--- src/rtl/sigdel_pkg.sv ---
// Shared constants and width helper for the sigma-delta CIC decimator.
package sigdel_pkg;

    localparam int unsigned CIC_ORDER     = 3;
    localparam int unsigned OUT_W         = 16;
    localparam int unsigned DECIM_DEFAULT = 64;

    // Bit growth of an order-N CIC with unit differential delay, plus the input sign bit.
    function automatic int unsigned cic_width(input int unsigned decim);
        return CIC_ORDER * $clog2(decim) + 1;
    endfunction

endpackage

--- src/rtl/cic_integrator.sv ---
// One CIC integrator stage: wrap-around W-bit accumulator that advances only when enabled.
module cic_integrator #(
    parameter int unsigned W = 19
) (
    input  logic         clk,
    input  logic         rst,
    input  logic         en,
    input  logic [W-1:0] din,
    output logic [W-1:0] sum
);

    logic [W-1:0] acc_q;

    // Updated value is exposed so the next stage sees it within the same accepted bit.
    assign sum = acc_q + din;

    always_ff @(posedge clk or negedge rst) begin
        if (!rst) begin
            acc_q <= '0;
        end else if (en) begin
            acc_q <= sum;
        end
    end

endmodule

--- src/rtl/sigdel_decimator.sv ---
// 3rd-order CIC decimator turning a 1-bit sigma-delta stream into 16-bit signed PCM.
// Build option SIGDEL_DEC_SAT_EN: saturate the scaled result instead of truncating it.
module sigdel_decimator
    import sigdel_pkg::*;
#(
    parameter int unsigned DECIM = DECIM_DEFAULT
) (
    input  logic                    clk,
    input  logic                    rst,
    input  logic                    bit_in,
    input  logic                    bit_valid,
    output logic signed [OUT_W-1:0] out_sample,
    output logic                    out_valid,
    input  logic                    out_ready,
    output logic                    overrun
);

    localparam int unsigned W     = cic_width(DECIM);
    localparam int unsigned PW    = $clog2(DECIM);
    localparam int unsigned SHIFT = W - OUT_W;

    if (DECIM != 32 && DECIM != 64 && DECIM != 128) begin : g_bad_decim
        $error("sigdel_decimator: DECIM must be 32, 64 or 128");
    end

    // ---------------------------------------------------------------- integrators
    logic [PW-1:0]                phase_q;
    logic                         tick;
    logic [CIC_ORDER:0][W-1:0]    isum;

    assign tick    = bit_valid && (phase_q == PW'(DECIM - 1));
    assign isum[0] = bit_in ? W'(1) : {W{1'b1}};

    for (genvar g = 0; g < CIC_ORDER; g++) begin : g_int
        cic_integrator #(
            .W (W)
        ) u_int (
            .clk (clk),
            .rst (rst),
            .en  (bit_valid),
            .din (isum[g]),
            .sum (isum[g+1])
        );
    end

    always_ff @(posedge clk or negedge rst) begin
        if (!rst) begin
            phase_q <= '0;
        end else if (bit_valid) begin
            phase_q <= phase_q + 1'b1;
        end
    end

    // ---------------------------------------------------------------- combs
    logic [W-1:0] c0, c1, c2, c3;
    logic [W-1:0] d0_q, d1_q, d2_q;
    logic [W-1:0] comb_q;
    logic         load_q;

    assign c0 = isum[CIC_ORDER];
    assign c1 = c0 - d0_q;
    assign c2 = c1 - d1_q;
    assign c3 = c2 - d2_q;

    always_ff @(posedge clk or negedge rst) begin
        if (!rst) begin
            d0_q   <= '0;
            d1_q   <= '0;
            d2_q   <= '0;
            comb_q <= '0;
            load_q <= 1'b0;
        end else begin
            load_q <= tick;
            if (tick) begin
                d0_q   <= c0;
                d1_q   <= c1;
                d2_q   <= c2;
                comb_q <= c3;
            end
        end
    end

    // ---------------------------------------------------------------- scaling
    logic [OUT_W-1:0] scaled;

`ifdef SIGDEL_DEC_SAT_EN
    localparam logic [W-1:0]   WMIN = {1'b1, {(W-1){1'b0}}};
    localparam logic signed [W:0] SMAX = {{(W-OUT_W+1){1'b0}}, 1'b0, {(OUT_W-1){1'b1}}};
    localparam logic signed [W:0] SMIN = {{(W-OUT_W+1){1'b1}}, 1'b1, {(OUT_W-1){1'b0}}};

    logic              last_bit_q;
    logic signed [W:0] wide;
    logic signed [W:0] shifted;

    always_ff @(posedge clk or negedge rst) begin
        if (!rst) begin
            last_bit_q <= 1'b0;
        end else if (tick) begin
            last_bit_q <= bit_in;
        end
    end

    // Full-scale +2^(W-1) aliases to the most negative W-bit code; the newest bit has
    // nonzero weight in every output, so it tells all-ones from all-zeros.
    always_comb begin
        wide = $signed({comb_q[W-1], comb_q});
        if (comb_q == WMIN && last_bit_q) begin
            wide = $signed({1'b0, comb_q});
        end
        shifted = wide >>> SHIFT;
        if (shifted > SMAX) begin
            scaled = SMAX[OUT_W-1:0];
        end else if (shifted < SMIN) begin
            scaled = SMIN[OUT_W-1:0];
        end else begin
            scaled = shifted[OUT_W-1:0];
        end
    end
`else
    logic unused_comb_lsbs;

    // Arithmetic shift by W-16 then truncation keeps exactly the top 16 bits.
    assign scaled           = comb_q[W-1 -: OUT_W];
    assign unused_comb_lsbs = ^comb_q;
`endif

    // ---------------------------------------------------------------- output register
    logic [OUT_W-1:0] out_sample_q;
    logic             out_valid_q;
    logic             overrun_q;

    always_ff @(posedge clk or negedge rst) begin
        if (!rst) begin
            out_sample_q <= '0;
            out_valid_q  <= 1'b0;
            overrun_q    <= 1'b0;
        end else begin
            overrun_q <= load_q && out_valid_q && !out_ready;
            if (load_q) begin
                out_sample_q <= scaled;
                out_valid_q  <= 1'b1;
            end else if (out_ready) begin
                out_valid_q  <= 1'b0;
            end
        end
    end

    assign out_sample = out_sample_q;
    assign out_valid  = out_valid_q;
    assign overrun    = overrun_q;

endmodule
--- config.mk ---
export PLATFORM = sky130hd
export DESIGN_NAME = sigdel_decimator
export DESIGN_NICKNAME = d
export VERILOG_FILES = /design/src/rtl/sigdel_pkg.sv /design/src/rtl/cic_integrator.sv /design/src/rtl/sigdel_decimator.sv
export SDC_FILE = /design/constraint.sdc
export NUM_CORES = 1
export LEC_CHECK = 0
export ABC_AREA = 1
export BUFFER_PORTS_ARGS = -buffer_cell sky130_fd_sc_hd__buf_2
export CELL_PAD_IN_SITES_DETAIL_PLACEMENT = 1
export CELL_PAD_IN_SITES_GLOBAL_PLACEMENT = 1
export CORE_MARGIN = 2
export CORE_UTILIZATION = 40
export DETAILED_ROUTE_END_ITERATION = 16
export MAX_ROUTING_LAYER = met4
export PLACE_DENSITY_LB_ADDON = 0.2
export SKIP_CTS_REPAIR_TIMING = 1
export SYNTH_ARGS = -nofsm -noshare
export SYNTH_HDL_FRONTEND = slang
export SYNTH_HIERARCHICAL = 1
export SYNTH_SLANG_ARGS = --single-unit
--- constraint.sdc ---
create_clock -name clk -period 16.73 [get_ports clk]
set_input_delay 0.8365 -clock clk [delete_from_list [all_inputs] [get_ports clk]]
set_output_delay 0.8365 -clock clk [all_outputs]
set_load 0.05 [all_outputs]
# [After elaboration in Yosys (flattened, before gate mapping)]
# Index checks and enable logic that the tools add are counted.
# W data, S select, Z words.
[op_classes] n_reduce_logical=5 muxes=3 addsub=7 eq_ne=1
[op_table] operator="$add A19 B19 Y19" count=3
[op_table] operator="$sub A19 B19 Y19" count=3
[op_table] operator="$mux W19" count=1
[op_table] operator="$add A6 B1 Y6 const B" count=1
[op_table] operator="$eq A6 B6 Y1 const B" count=1
[op_table] operator="$logic_and A1 B1 Y1" count=3
[op_table] operator="$mux W1" count=2
[op_table] operator="$reduce_bool A2 Y1" count=1
[op_table] operator="$logic_not A1 Y1" count=1
[word_totals] inputBits=5 reg_bits=158 word_cells=28

# [Depth between registers and ports, before layout]
[depth] word_depth=7 depth_mapped=55 ltp_nobuf=55

# [By module]
# The synthesis kept the hierarchy.
[by_module_without_submodules] module="sigdel_decimator" area_each_um2=6363.6 cells_per_inst=807 instances=1 seq_area_each_um2=2452.4
[by_module_without_submodules] module="cic_integrator" area_each_um2=1885.6 cells_per_inst=296 instances=3 seq_area_each_um2=475.5

# [Worst setup path after synthesis]
# No wires, ideal clock.
[synth_timing] path_kind="input to register" from="in bit_in" to="reg comb_q[18]" setup_time_ps=117 path_slack_ps=8878 arrival_ps=7734 path_stages=47 n_path_buf=0 path_cell_list="inv_1 inv_1 fa_1 inv_1 nand3_1 nand2_2 nand2_1 nand2_1 xor2_1 ha_1 nand2_1 inv_1 a21oi_1 nand2_2 xor2_1 ha_1 nand2_1 nand2_2 [... 11 more ...] nand2_1 nor2_1 nand4_1 o211ai_2 a31oi_1 xnor2_1 ha_1 nand2_1 nor4_1 nand4_1 nand3_1 nand2_1 inv_1 nor2_1 inv_1 nand3_1 nand3_1 nand2_1"
[synth_rtl] element="start: declaration" line_no="sigdel_decimator.sv:10" rtl="input logic bit_in,"
[synth_rtl] element="end signal: assignment" line_no="sigdel_decimator.sv:70" rtl="comb_q <= '0;"
[synth_rtl] element="end signal: assignment" line_no="sigdel_decimator.sv:78" rtl="comb_q <= c3;"
[synth_rtl] element="end: declaration" line_no="sigdel_decimator.sv:57" rtl="logic [W-1:0] comb_q;"

==> summary by stage <==
STA
The clock period minus worst slack is 9.179 ns. The remaining max-slew budget at the tightest pin is 37.58%. The highest clock frequency the design can meet is 108.9 MHz.

Setup repair after global routing left no endpoint under its margin. The actual transition at the worst max-transition pin is about 0.94 ns. The clock arrives with 0.01548 ns of skew. Setup violations remaining at the end of the flow were counted as 0.

The fraction of the cycle the final worst path needs is ~55%. The number of slew-limit violations in the final report is 0. The number of hold violations in the final report is 0.

The total negative slack for setup checks is 0 ns.

Clocking
The TritonCTS buffer count is 17. The clock tree synthesis step divided the H-tree into 4 levels. The number of clock sinks seen by CTS is about 160. The clock tree from TritonCTS is yes.

After clock tree synthesis, the clock-pin slew on the worst setup and hold paths is 0.08 ns. The clock passes through at most 2 buffers. The clock network latency to the later pin of the worst-skew pair is 0.45 ns. The CTS root buffer is clkbuf_16.

GRT
The number of antenna violations at the first check in global routing is 0. Entering global routing, the biggest net connects 67 pins. The residual overflow from global routing is 0. The number of global-route vias before repair is about 11000. The met1 track demand over resource in global routing is 29.54%. In the global route stage, met3 resource usage came out at 3.342%. The met2 track demand over resource is 37.37%.

The layer flagged by global routing as most heavily used is met2. For this run, the total global-route usage over all layers was measured as 22.85%. The first global-routing pass estimated 55320 µm of wire.

Yosys
The count of synthesis-stage warnings from yosys is 6. Synthesis produced 1695 cells. The post-synthesis register bit count is 155. The synthesized net count is 1813.

After synthesis, the mean cell area works out to 7.092 µm². Summing the areas of all xor and xnor instances in the mapped netlist gives 5.090% of the synthesized area. The count of cell types in the netlist is 48.

Summing the areas of all compound-gate instances in the mapped netlist gives 10.38% of the synthesized area. The count of flip-flops with a built-in enable after synthesis is 0. The proportion of synthesized flip-flops having asynchronous set or reset is 100.0%. The netlist area before placement is between 10000 and 15000 µm².

For this run, the leading register cell type out of synthesis is dfrtp_1. The portion of netlist area occupied by mux cells is 0.09368%. The adder and majority cell fraction of the synthesized area is about an eighth. The combinational family with the most area after synthesis is simple AND/OR/NAND/NOR gates. Summing the sequential cell areas from Yosys gives 32.27% of the chip area. The simple-gate share of the synthesized area is roughly a third.

Layout
The number of filler instances in the final layout is a little under 4000. The final layout contains 1829 nets. The area growth from synthesis to layout is 9.243%. The number of antenna diodes in the final layout is 0.

Of the cells placed in the final design, the portion with a size suffix greater than 1 is 8.933%.

Floorplanning
The floorplan step defined a die boundary enclosing 31450 µm². The die is 177.4 µm tall. The floorplan has 63 rows. The die span in x is between 150 and 200 µm. During I/O placement, the number of pins put on the boundary was 23. The core area is 29640 µm². The initial core utilization is 40.56%.

Worst setup path
Measured in cells, the most critical reg-to-reg path has a length of 47. Along the worst path, the maximum fanout reaches 19. The type of element launching the critical path is an input port. The critical path class is in2reg. The cell that appears most often on the critical path is nand2_1. For this design, the slowest cell found on the critical path is inv_1. Data on the critical path is required at its endpoint by roughly 17 ns.

The critical path arrival is 9.51 ns. The endpoint class of the critical path is a flip-flop. In this design, the stage delay of the slowest critical-path cell is 0.51 ns.

Place
At the end of routability-driven placement, the weighted congestion stood at 0.8648. After legalization and detailed placement, the total HPWL measured 25630 µm. During placement, the flow inserted port buffers numbering 22.

Status
The run finished with clean final reports.

Worst hold path
The class of the tightest hold or removal check is in2async.

Drt
The routed wire length per instance is 15.55 µm. The detailed-route vias per instance is ~5.0. The initial DRC count is between 400 and 500. Across all layers, the routed design uses roughly 11000 vias. Wires add up to 32870 µm.

The post-detailed-route count of antenna-violating nets is 0. The number of detailed-routing iterations run before antenna repair is 4. In the routed design, unresolved DRC markers number 0.

Run
The tool flagged a number of max-cap violations equal to 0.
-- final timing paths --
check	endpoint	slack, ns	from
setup / recovery	comb_q[18]$_DFFE_PN0P_	7.55	bit_in
hold / removal	g_int[0].u_int/acc_q[3]$_DFFE_PN0P_	0.30	rst
setup reg to reg	comb_q[18]$_DFFE_PN0P_	8.12	g_int[0].u_int/acc_q[0]$_DFFE_PN0P_
hold reg to reg	out_sample[0]$_DFFE_PN0P_	0.47	out_sample[0]$_DFFE_PN0P_
max in group asynchronous	d1_q[8]$_DFFE_PN0P_	14.63	rst
min in group clk	out_sample[0]$_DFFE_PN0P_	0.47	out_sample[0]$_DFFE_PN0P_
-- state kept, by name (all words and copies together) (netlist names) --
register           flops
d2_q                  19
overrun                1
phase_q                6
d1_q                  19
out_sample            16
load_q                 1
comb_q                16
d0_q                  19
out_valid              1
g_int.u_int/acc_q     57
-- synth_stat cells, types with 2 or more instances --
library cell / number / area [µm²]
o21ai_1: 20 / 100.1
xor2_1: 39 / 341.6
nor3_2: 2 / 20.02
nand2_1: 596 / 2237
inv_1: 204 / 765.7
nand3b_1: 16 / 120.1
nor2_1: 65 / 244.0
clkinv_1: 4 / 15.01
xnor2_1: 29 / 254.0
nor4_1: 2 / 12.51
nand3_2: 11 / 110.1
a21oi_1: 69 / 345.3
buf_2: 6 / 30.03
dfrtp_1: 155 / 3879
clkbuf_1: 20 / 75.07
o31ai_1: 3 / 22.52
o22ai_1: 3 / 18.77
nand4_1: 5 / 31.28
nor3_1: 5 / 25.02
a21o_1: 4 / 30.03
a31oi_1: 5 / 31.28
buf_4: 3 / 22.52
o21ai_0: 83 / 415.4
or2_1: 10 / 62.56
fa_1: 5 / 100.1
a21oi_2: 15 / 131.4
nand2_2: 26 / 162.7
nand3_1: 92 / 460.4
nor2_2: 8 / 50.05
o21bai_1: 10 / 75.07
ha_1: 108 / 1351
and2_1: 36 / 225.2
and2_4: 3 / 26.28
inv_2: 17 / 63.81
o21ai_2: 3 / 26.28
-- layout make-up --
class                      count  area (µm²)  area share, %
inverter                     225       844.6          6.432
timing repair buffer          27       153.9          1.172
multi-input combinational   1285        7163          54.55
sequential                   155        3879          29.54
clock buffer                  17       425.4          3.240
tap                          390       488.0          3.716
clock inverter                15       177.7          1.353
-- layer usage --
metal  routed length [µm]  share of wire [%]
met1                16340                 50
met2                15260                 46
met3                  667                2.0
met4                  604                1.8
met5                    0                  0
-- per-stage QoR --
step,instance area [µm²],setup WS (ns),util (%),cells,hold slack (ns)
after floorplan,12020,8.878,-,1695,0.4457
after global placement,12530,7.362,42.27,2082,0.4503
after detailed placement,12530,7.230,42.27,2082,0.4596
after CTS,13130,7.594,44.31,2114,0.3029
after global routing,13130,6.776,44.31,2114,0.3141
final,13130,7.551,44.31,2114,0.3007
-- critical path, delay by kind of cell --
kind,cells,cell delay (ns)
simple gates,24,3.10
fa+ha+maj,6,2.32
compound gates,7,1.38
buf+inv,7,1.02
xor+xnor,4,0.88
-- cells in the final DEF, fill, tap and decap left out, drive strengths merged, types with 7 or more instances in the layout --
cell,count
clkinv,11
or2,11
dfrtp,155
nor3,7
a21oi,84
ha,108
inv,228
nor2,74
xor2,40
clkbuf,17
xnor2,29
o21bai,11
o21ai,106
nand3b,16
buf,27
nand3,103
and2,39
nand2,622
-- cells by family (layout without fill, tap and decap cells) --
logic type / Yosys count / after routing
compound gates: 220 / 220
xor+xnor: 69 / 69
mux: 1 / 1
buf+inv: 255 / 284
other cells: 1 / 1
fa+ha+maj: 113 / 113
flops: 155 / 155
simple gates: 881 / 881
Power is left out: the tool's default activity adds up to more than one toggle a clock period on the data nets, which glitch-free logic cannot reach.
